<file path="src/rtl/vfd_capture_if.sv">
// VFD capture port bundle: CPU port sampler inputs, frame sweep
// control and the renderer's row-addressed read port.
interface vfd_capture_if #(
    parameter int NGRID = 12,
    parameter int NSEG  = 16
) ();
    logic             ce;
    logic [NGRID-1:0] grid_in;
    logic [NSEG-1:0]  seg_in;
    logic             frame_tick;
    logic [3:0]       rd_addr;
    logic [NSEG-1:0]  rd_seg;
    logic             busy;
    logic             ovr;

    modport master (
        output ce, grid_in, seg_in, frame_tick, rd_addr,
        input  rd_seg, busy, ovr
    );

    modport slave (
        input  ce, grid_in, seg_in, frame_tick, rd_addr,
        output rd_seg, busy, ovr
    );
endinterface

</file>
<file path="src/rtl/vfd_capture.sv">
// VFD grid/segment capture with settle filter, per-cell phosphor
// persistence levels, frame-driven decay sweep and registered read.
module vfd_capture #(
    parameter int NGRID  = 12,
    parameter int NSEG   = 16,
    parameter int SETTLE = 3,
    parameter int DECAY  = 4
) (
    input logic         clk,
    input logic         reset,
    vfd_capture_if.slave bus
);
    localparam logic [3:0] DEC    = 4'(DECAY);
    localparam logic [3:0] SET    = 4'(SETTLE);
    localparam logic [3:0] SET_M1 = 4'(SETTLE - 1);
    localparam logic [3:0] LAST   = 4'(NGRID - 1);

    typedef enum logic {IDLE, SWEEP} state_t;

    state_t           state, state_n;
    logic [3:0]       row, row_n;
    logic             ovr_q, ovr_n;
    logic [NGRID-1:0] grid_q;
    logic [NSEG-1:0]  seg_q;
    logic [3:0]       stab;
    logic             same;
    logic             capture;
    logic [3:0]       level [NGRID][NSEG];
    logic [NSEG-1:0]  row_lit;

    assign same    = {bus.grid_in, bus.seg_in} == {grid_q, seg_q};
    assign capture = bus.ce && same && (stab == SET_M1);
    assign bus.busy = (state == SWEEP);
    assign bus.ovr  = ovr_q;

    // Settle filter: one capture per stable period of port state.
    always_ff @(posedge clk) begin
        if (reset) begin
            grid_q <= '0;
            seg_q  <= '0;
            stab   <= '0;
        end else if (bus.ce) begin
            if (!same) begin
                grid_q <= bus.grid_in;
                seg_q  <= bus.seg_in;
                stab   <= '0;
            end else if (stab != SET) begin
                stab <= stab + 4'd1;
            end
        end
    end

    // Sweep state, row pointer and sticky overrun registers.
    always_ff @(posedge clk) begin
        if (reset) begin
            state <= IDLE;
            row   <= '0;
            ovr_q <= 1'b0;
        end else begin
            state <= state_n;
            row   <= row_n;
            ovr_q <= ovr_n;
        end
    end

    // Sweep next-state: one row per clock, ticks during a sweep overrun.
    always_comb begin
        state_n = state;
        row_n   = row;
        ovr_n   = ovr_q;
        unique case (state)
            IDLE: begin
                if (bus.frame_tick) begin
                    state_n = SWEEP;
                    row_n   = '0;
                end
            end
            SWEEP: begin
                if (bus.frame_tick) ovr_n = 1'b1;
                if (row == LAST) state_n = IDLE;
                else row_n = row + 4'd1;
            end
            default: state_n = IDLE;
        endcase
    end

    // Level store: capture reloads DECAY and beats a same-cell decrement.
    always_ff @(posedge clk) begin
        for (int g = 0; g < NGRID; g++) begin
            for (int s = 0; s < NSEG; s++) begin
                if (reset) begin
                    level[g][s] <= '0;
                end else if (capture && bus.grid_in[g] && bus.seg_in[s]) begin
                    level[g][s] <= DEC;
                end else if (state == SWEEP && int'(row) == g
                             && level[g][s] != 4'd0) begin
                    level[g][s] <= level[g][s] - 4'd1;
                end
            end
        end
    end

    // Row mux for the read port; out-of-range rows read as dark.
    always_comb begin
        row_lit = '0;
        for (int g = 0; g < NGRID; g++) begin
            if (int'(bus.rd_addr) == g) begin
                for (int s = 0; s < NSEG; s++) begin
                    row_lit[s] = (level[g][s] != 4'd0);
                end
            end
        end
    end

    // Registered read port.
    always_ff @(posedge clk) begin
        if (reset) bus.rd_seg <= '0;
        else bus.rd_seg <= row_lit;
    end
endmodule

</file>
<file path="src/flat_wrapper.sv">
// flat-port wrapper written by rule: the top's interface ports become plain ports
module vfd_capture_flat 
#(
    parameter int NGRID  = 12,
    parameter int NSEG   = 16,
    parameter int SETTLE = 3,
    parameter int DECAY  = 4
)
  (clk, reset, bus_ce, bus_grid_in, bus_seg_in, bus_frame_tick, bus_rd_addr, bus_rd_seg, bus_busy, bus_ovr);
  vfd_capture_if #(.NGRID(NGRID), .NSEG(NSEG)) bus_i ();
  input logic clk;
  input logic reset;
  input wire logic [$bits(bus_i.ce)-1:0] bus_ce;
  input wire logic [$bits(bus_i.grid_in)-1:0] bus_grid_in;
  input wire logic [$bits(bus_i.seg_in)-1:0] bus_seg_in;
  input wire logic [$bits(bus_i.frame_tick)-1:0] bus_frame_tick;
  input wire logic [$bits(bus_i.rd_addr)-1:0] bus_rd_addr;
  output wire logic [$bits(bus_i.rd_seg)-1:0] bus_rd_seg;
  output wire logic [$bits(bus_i.busy)-1:0] bus_busy;
  output wire logic [$bits(bus_i.ovr)-1:0] bus_ovr;
  assign bus_i.ce = bus_ce;
  assign bus_i.grid_in = bus_grid_in;
  assign bus_i.seg_in = bus_seg_in;
  assign bus_i.frame_tick = bus_frame_tick;
  assign bus_i.rd_addr = bus_rd_addr;
  assign bus_rd_seg = bus_i.rd_seg;
  assign bus_busy = bus_i.busy;
  assign bus_ovr = bus_i.ovr;
  vfd_capture #(.NGRID(NGRID), .NSEG(NSEG), .SETTLE(SETTLE), .DECAY(DECAY)) u_core (.clk(clk), .reset(reset), .bus(bus_i));
endmodule
</file>
<file path="config.mk">
export PLATFORM = sky130hd
export DESIGN_NAME = vfd_capture_flat
export DESIGN_NICKNAME = d
export VERILOG_FILES = /design/src/rtl/vfd_capture_if.sv /design/src/rtl/vfd_capture.sv /design/src/flat_wrapper.sv
export SDC_FILE = /design/constraint.sdc
export NUM_CORES = 2
export LEC_CHECK = 0
export CORE_AREA = 2 2 399 401
export CTS_BUF_LIST = sky130_fd_sc_hd__clkbuf_4
export DETAILED_ROUTE_END_ITERATION = 10
export DIE_AREA = 0 0 401 403
export PLACE_DENSITY = 0.46
export SYNTH_ARGS = -nofsm -noshare
export SYNTH_HDL_FRONTEND = slang
export SYNTH_SLANG_ARGS = --single-unit
</file>
<file path="constraint.sdc">
create_clock -name clk -period 2.2 [get_ports clk]
set_input_delay 0.33 -clock clk [delete_from_list [all_inputs] [get_ports clk]]
set_output_delay 0.33 -clock clk [all_outputs]
set_load 0.03 [all_outputs]
</file>
==> run metrics <==
total power per unit cell area=around 580 nW/µm²; remaining antenna violation count=0; area overhead of the layout relative to synthesis=37.6%; area of the die=about 160000 µm²; horizontal die dimension=around 400 µm; Pins Over Slew Limit=0; I/O Buffers=53; Crit path arrival time=roughly 3300 ps; Worst Skew=roughly 98 ps; final worst setup slack=-197 ps; H-tree levels=4; number of nets produced by synthesis=about 5.1k; CTS sink cnt=822; crit end category=register; required arrival time at the worst endpoint=3090 ps; number of instances in the placed design=approximately 7.5k; run status=finished, violations left; Final min period=around 2400 ps; global-route congestion overflow total=0; Pre-antenna DRT Iters=5; multi-input logic area=24900 µm²; wire length reported by the detailed router=149 mm; sequential fraction of the synthesis area=around half; total routing resource utilization after global routing=~18%; static power due to leakage=25.2 nW; Fill cells=15.5k; worst slack on hold paths=187 ps; post-DR wirelength/cell=around 19 µm; worst hold-check path type=primary input to register; Yosys cell types=76; final weighted congestion in routability-driven placement=0.810; via count of the first global-routing pass=about 37k; total via count after detailed routing=approximately 38k; average size of a mapped cell=about 10 µm²; violations in the final reports=negative setup slack; post-synthesis cell type with the largest combined area=sky130_fd_sc_hd__edfxtp_1; transition at the pin with the smallest max-transition slack=around 850 ps; predominant post-synthesis flop cell=sky130_fd_sc_hd__edfxtp_1; Final Hold Fails=0; Slew HR=between 40% and 50%; gate count after technology mapping=between 4k and 5k; CTS tree=done; clock-pin slew on the worst setup and hold paths=approximately 60 ps; Yosys Warn Count=0; Crit Path Class=register to register; Cell Count, Final, Fillers Out=~8.0k; Placeable Area=around 160000 µm²; flip-flop and latch area=around 24000 µm²; final net count=between 6k and 7k; total I/O pin count=54; post-route clock period utilization=109%; average vias per placed instance=roughly 4.8; share of layout cells above drive strength 1=approximately a third; EDFF count, synth=roughly 770; Startpoint Class=register; Area contributors post-synth=sky130_fd_sc_hd__edfxtp_1, sky130_fd_sc_hd__nor2_1, sky130_fd_sc_hd__ha_1, sky130_fd_sc_hd__xnor2_1, sky130_fd_sc_hd__nand3_1; Initial Util=29.8%; Iter 0 DRT Violations=between 2k and 2.5k; final setup violation count=1233; share of Yosys cell area claimed by the top area cell type=between 40% and 50%; worst IR drop on VDD=0.377 mV; critical path fanouts, max=8; count of standard-cell rows=approximately 150; Sum Neg Setup Slack=-91640 ps; Cell Area, Synth=46900 µm²; pin count of the biggest net entering global routing=~150; Power Total=roughly 37 mW; max cap viols=0; fraction of registers with async set/reset=0%; highest clock rate=0.417 GHz; total half-perimeter wirelength after legalization and detailed placement=approximately 100 mm; Die Height=around 400 µm; wire length of the first global-routing pass=~220 mm; number of antenna violations at the first check in global routing=8; number of synthesized register bits=roughly 820; remaining design rule violation count=0; TritonCTS buffer count=approximately 230; Bufs on Longest Clock Path=3; later-pin clock latency in the skew report=between 1000 and 1500 ps; RSZ-0062 raised after global routing=yes; root buffer cell=sky130_fd_sc_hd__clkbuf_4
## what timing repair did
item,4_1_cts,5_1_grt
pin swaps,119,247
resized for setup,502,696
setup buffers,38,54
hold buffers,23,0
hold endpoints to repair,696,0
endpoints found under the setup margin,1595,1583
gates cloned,8,12
## sequential cells by signal, summed over array words and instances (netlist names)
name,count
u_core.bus.busy,1
u_core.bus.ovr,1
u_core.bus.rd_seg,16
u_core.grid_q,12
u_core.level,768
u_core.row,4
u_core.seg_q,16
u_core.stab,4
## synth_stat cells, types with 7 or more instances
library cell / number
sky130_fd_sc_hd__dfxtp_1: 54
sky130_fd_sc_hd__buf_1: 12
sky130_fd_sc_hd__o21ai_0: 155
sky130_fd_sc_hd__o22ai_1: 15
sky130_fd_sc_hd__nor3_1: 225
sky130_fd_sc_hd__nand4_1: 23
sky130_fd_sc_hd__nand2_1: 480
sky130_fd_sc_hd__ha_1: 263
sky130_fd_sc_hd__buf_2: 52
sky130_fd_sc_hd__mux2i_1: 14
sky130_fd_sc_hd__nand3_4: 10
sky130_fd_sc_hd__edfxtp_1: 768
sky130_fd_sc_hd__nor4_4: 11
sky130_fd_sc_hd__a22oi_1: 7
sky130_fd_sc_hd__buf_6: 9
sky130_fd_sc_hd__o21ai_1: 63
sky130_fd_sc_hd__xnor2_1: 243
sky130_fd_sc_hd__nand2b_1: 8
sky130_fd_sc_hd__or2_2: 8
sky130_fd_sc_hd__inv_1: 391
sky130_fd_sc_hd__or3b_2: 10
sky130_fd_sc_hd__and3_1: 13
sky130_fd_sc_hd__a21oi_1: 94
sky130_fd_sc_hd__o31ai_1: 10
sky130_fd_sc_hd__a211o_1: 17
sky130_fd_sc_hd__nand3_1: 377
sky130_fd_sc_hd__xor2_1: 168
sky130_fd_sc_hd__nor3b_1: 144
sky130_fd_sc_hd__nor2_1: 929
sky130_fd_sc_hd__a21o_1: 23
sky130_fd_sc_hd__buf_4: 20
sky130_fd_sc_hd__and2_1: 12
sky130_fd_sc_hd__a2111oi_0: 9
sky130_fd_sc_hd__clkbuf_1: 80
## cell families after synthesis
family	synth area share (%)
adder cells (fa/ha/maj)	7.02
flip-flops	51.5
AND/OR/NAND/NOR	22.5
buffers and inverters	5.01
multiplexers	0.515
AO/OA/AOI/OAI	5.74
XOR/XNOR	7.71
## critical path, cell delays in order (launching register included)
cell and delay, ps:
sky130_fd_sc_hd__dfxtp_2 330, sky130_fd_sc_hd__xnor2_2 160, sky130_fd_sc_hd__nand4_1 220, sky130_fd_sc_hd__nor4_4 400, sky130_fd_sc_hd__buf_6 180, sky130_fd_sc_hd__and4_4 330
sky130_fd_sc_hd__clkbuf_16 230, sky130_fd_sc_hd__nand2_1 80, sky130_fd_sc_hd__nand3_2 160
## final timing paths
path / start / depth (start not counted) / to / slack, ps
min: bus_seg_in[4] / 4 / u_core.seg_q[4] / 190
max: u_core.seg_q[11] / 8 / u_core.level[0][247] / -200
min reg2reg: u_core.seg_q[9] / 2 / u_core.seg_q[9] / 460
max reg2reg: u_core.seg_q[11] / 8 / u_core.level[0][247] / -200
## metal layers
layer,vias up,share of wire (%),track usage [%],wire length (µm)
li1,18700,-,-,-
met1,18700,46,23.6,67700
met2,800,47,28.9,70200
met3,211,4.8,2.74,7160
met4,0,2.4,5.67,3490
met5,-,0,0,0
## cells in the final DEF, fill, tap and decap left out, types with 84 or more instances in the layout
| cell | n |
|---|---|
| sky130_fd_sc_hd__a21oi_1 | 93 |
| sky130_fd_sc_hd__buf_4 | 668 |
| sky130_fd_sc_hd__clkbuf_4 | 361 |
| sky130_fd_sc_hd__edfxtp_1 | 768 |
| sky130_fd_sc_hd__ha_1 | 255 |
| sky130_fd_sc_hd__inv_1 | 386 |
| sky130_fd_sc_hd__nand2_1 | 238 |
| sky130_fd_sc_hd__nand2_2 | 84 |
| sky130_fd_sc_hd__nand2_4 | 157 |
| sky130_fd_sc_hd__nand3_1 | 164 |
| sky130_fd_sc_hd__nand3_2 | 88 |
| sky130_fd_sc_hd__nand3_4 | 136 |
| sky130_fd_sc_hd__nor2_1 | 870 |
| sky130_fd_sc_hd__nor3_1 | 208 |
| sky130_fd_sc_hd__nor3b_1 | 131 |
| sky130_fd_sc_hd__o21ai_0 | 111 |
| sky130_fd_sc_hd__o21ai_1 | 86 |
| sky130_fd_sc_hd__xnor2_1 | 229 |
| sky130_fd_sc_hd__xor2_1 | 168 |
## per-stage QoR
stage / area (µm²) / utilization (%) / setup WS [ps]
finish: 64500 / 41.0 / -197
global route: 64500 / 41.0 / -274
CTS: 60800 / 38.6 / -192
detailed placement: 55400 / 35.2 / -1050
global placement: 55400 / 35.2 / -1100
floorplan: 47100 / - / -1.87
## layout make-up
class,instances,share of cell area (%)
multi-input cells,3430,38.6
flip-flops and latches,822,37.5
repair buffers,880,12.9
clock buffers,361,4.20
well taps,2072,4.02
inverters,393,2.29
clock inverters,59,0.495
diodes,8,0.0310
## power by group
| group | leakage (nW) | switching [mW] | total, mW | internal (mW) |
|---|---|---|---|---|
| clock network | 1.80 | 7.04 | 14.7 | 7.65 |
| registers | 8.39 | 0.412 | 18.1 | 17.7 |
| logic | 15.0 | 2.66 | 4.68 | 2.03 |
No activity file was read; power rests on OpenSTA's default activity.
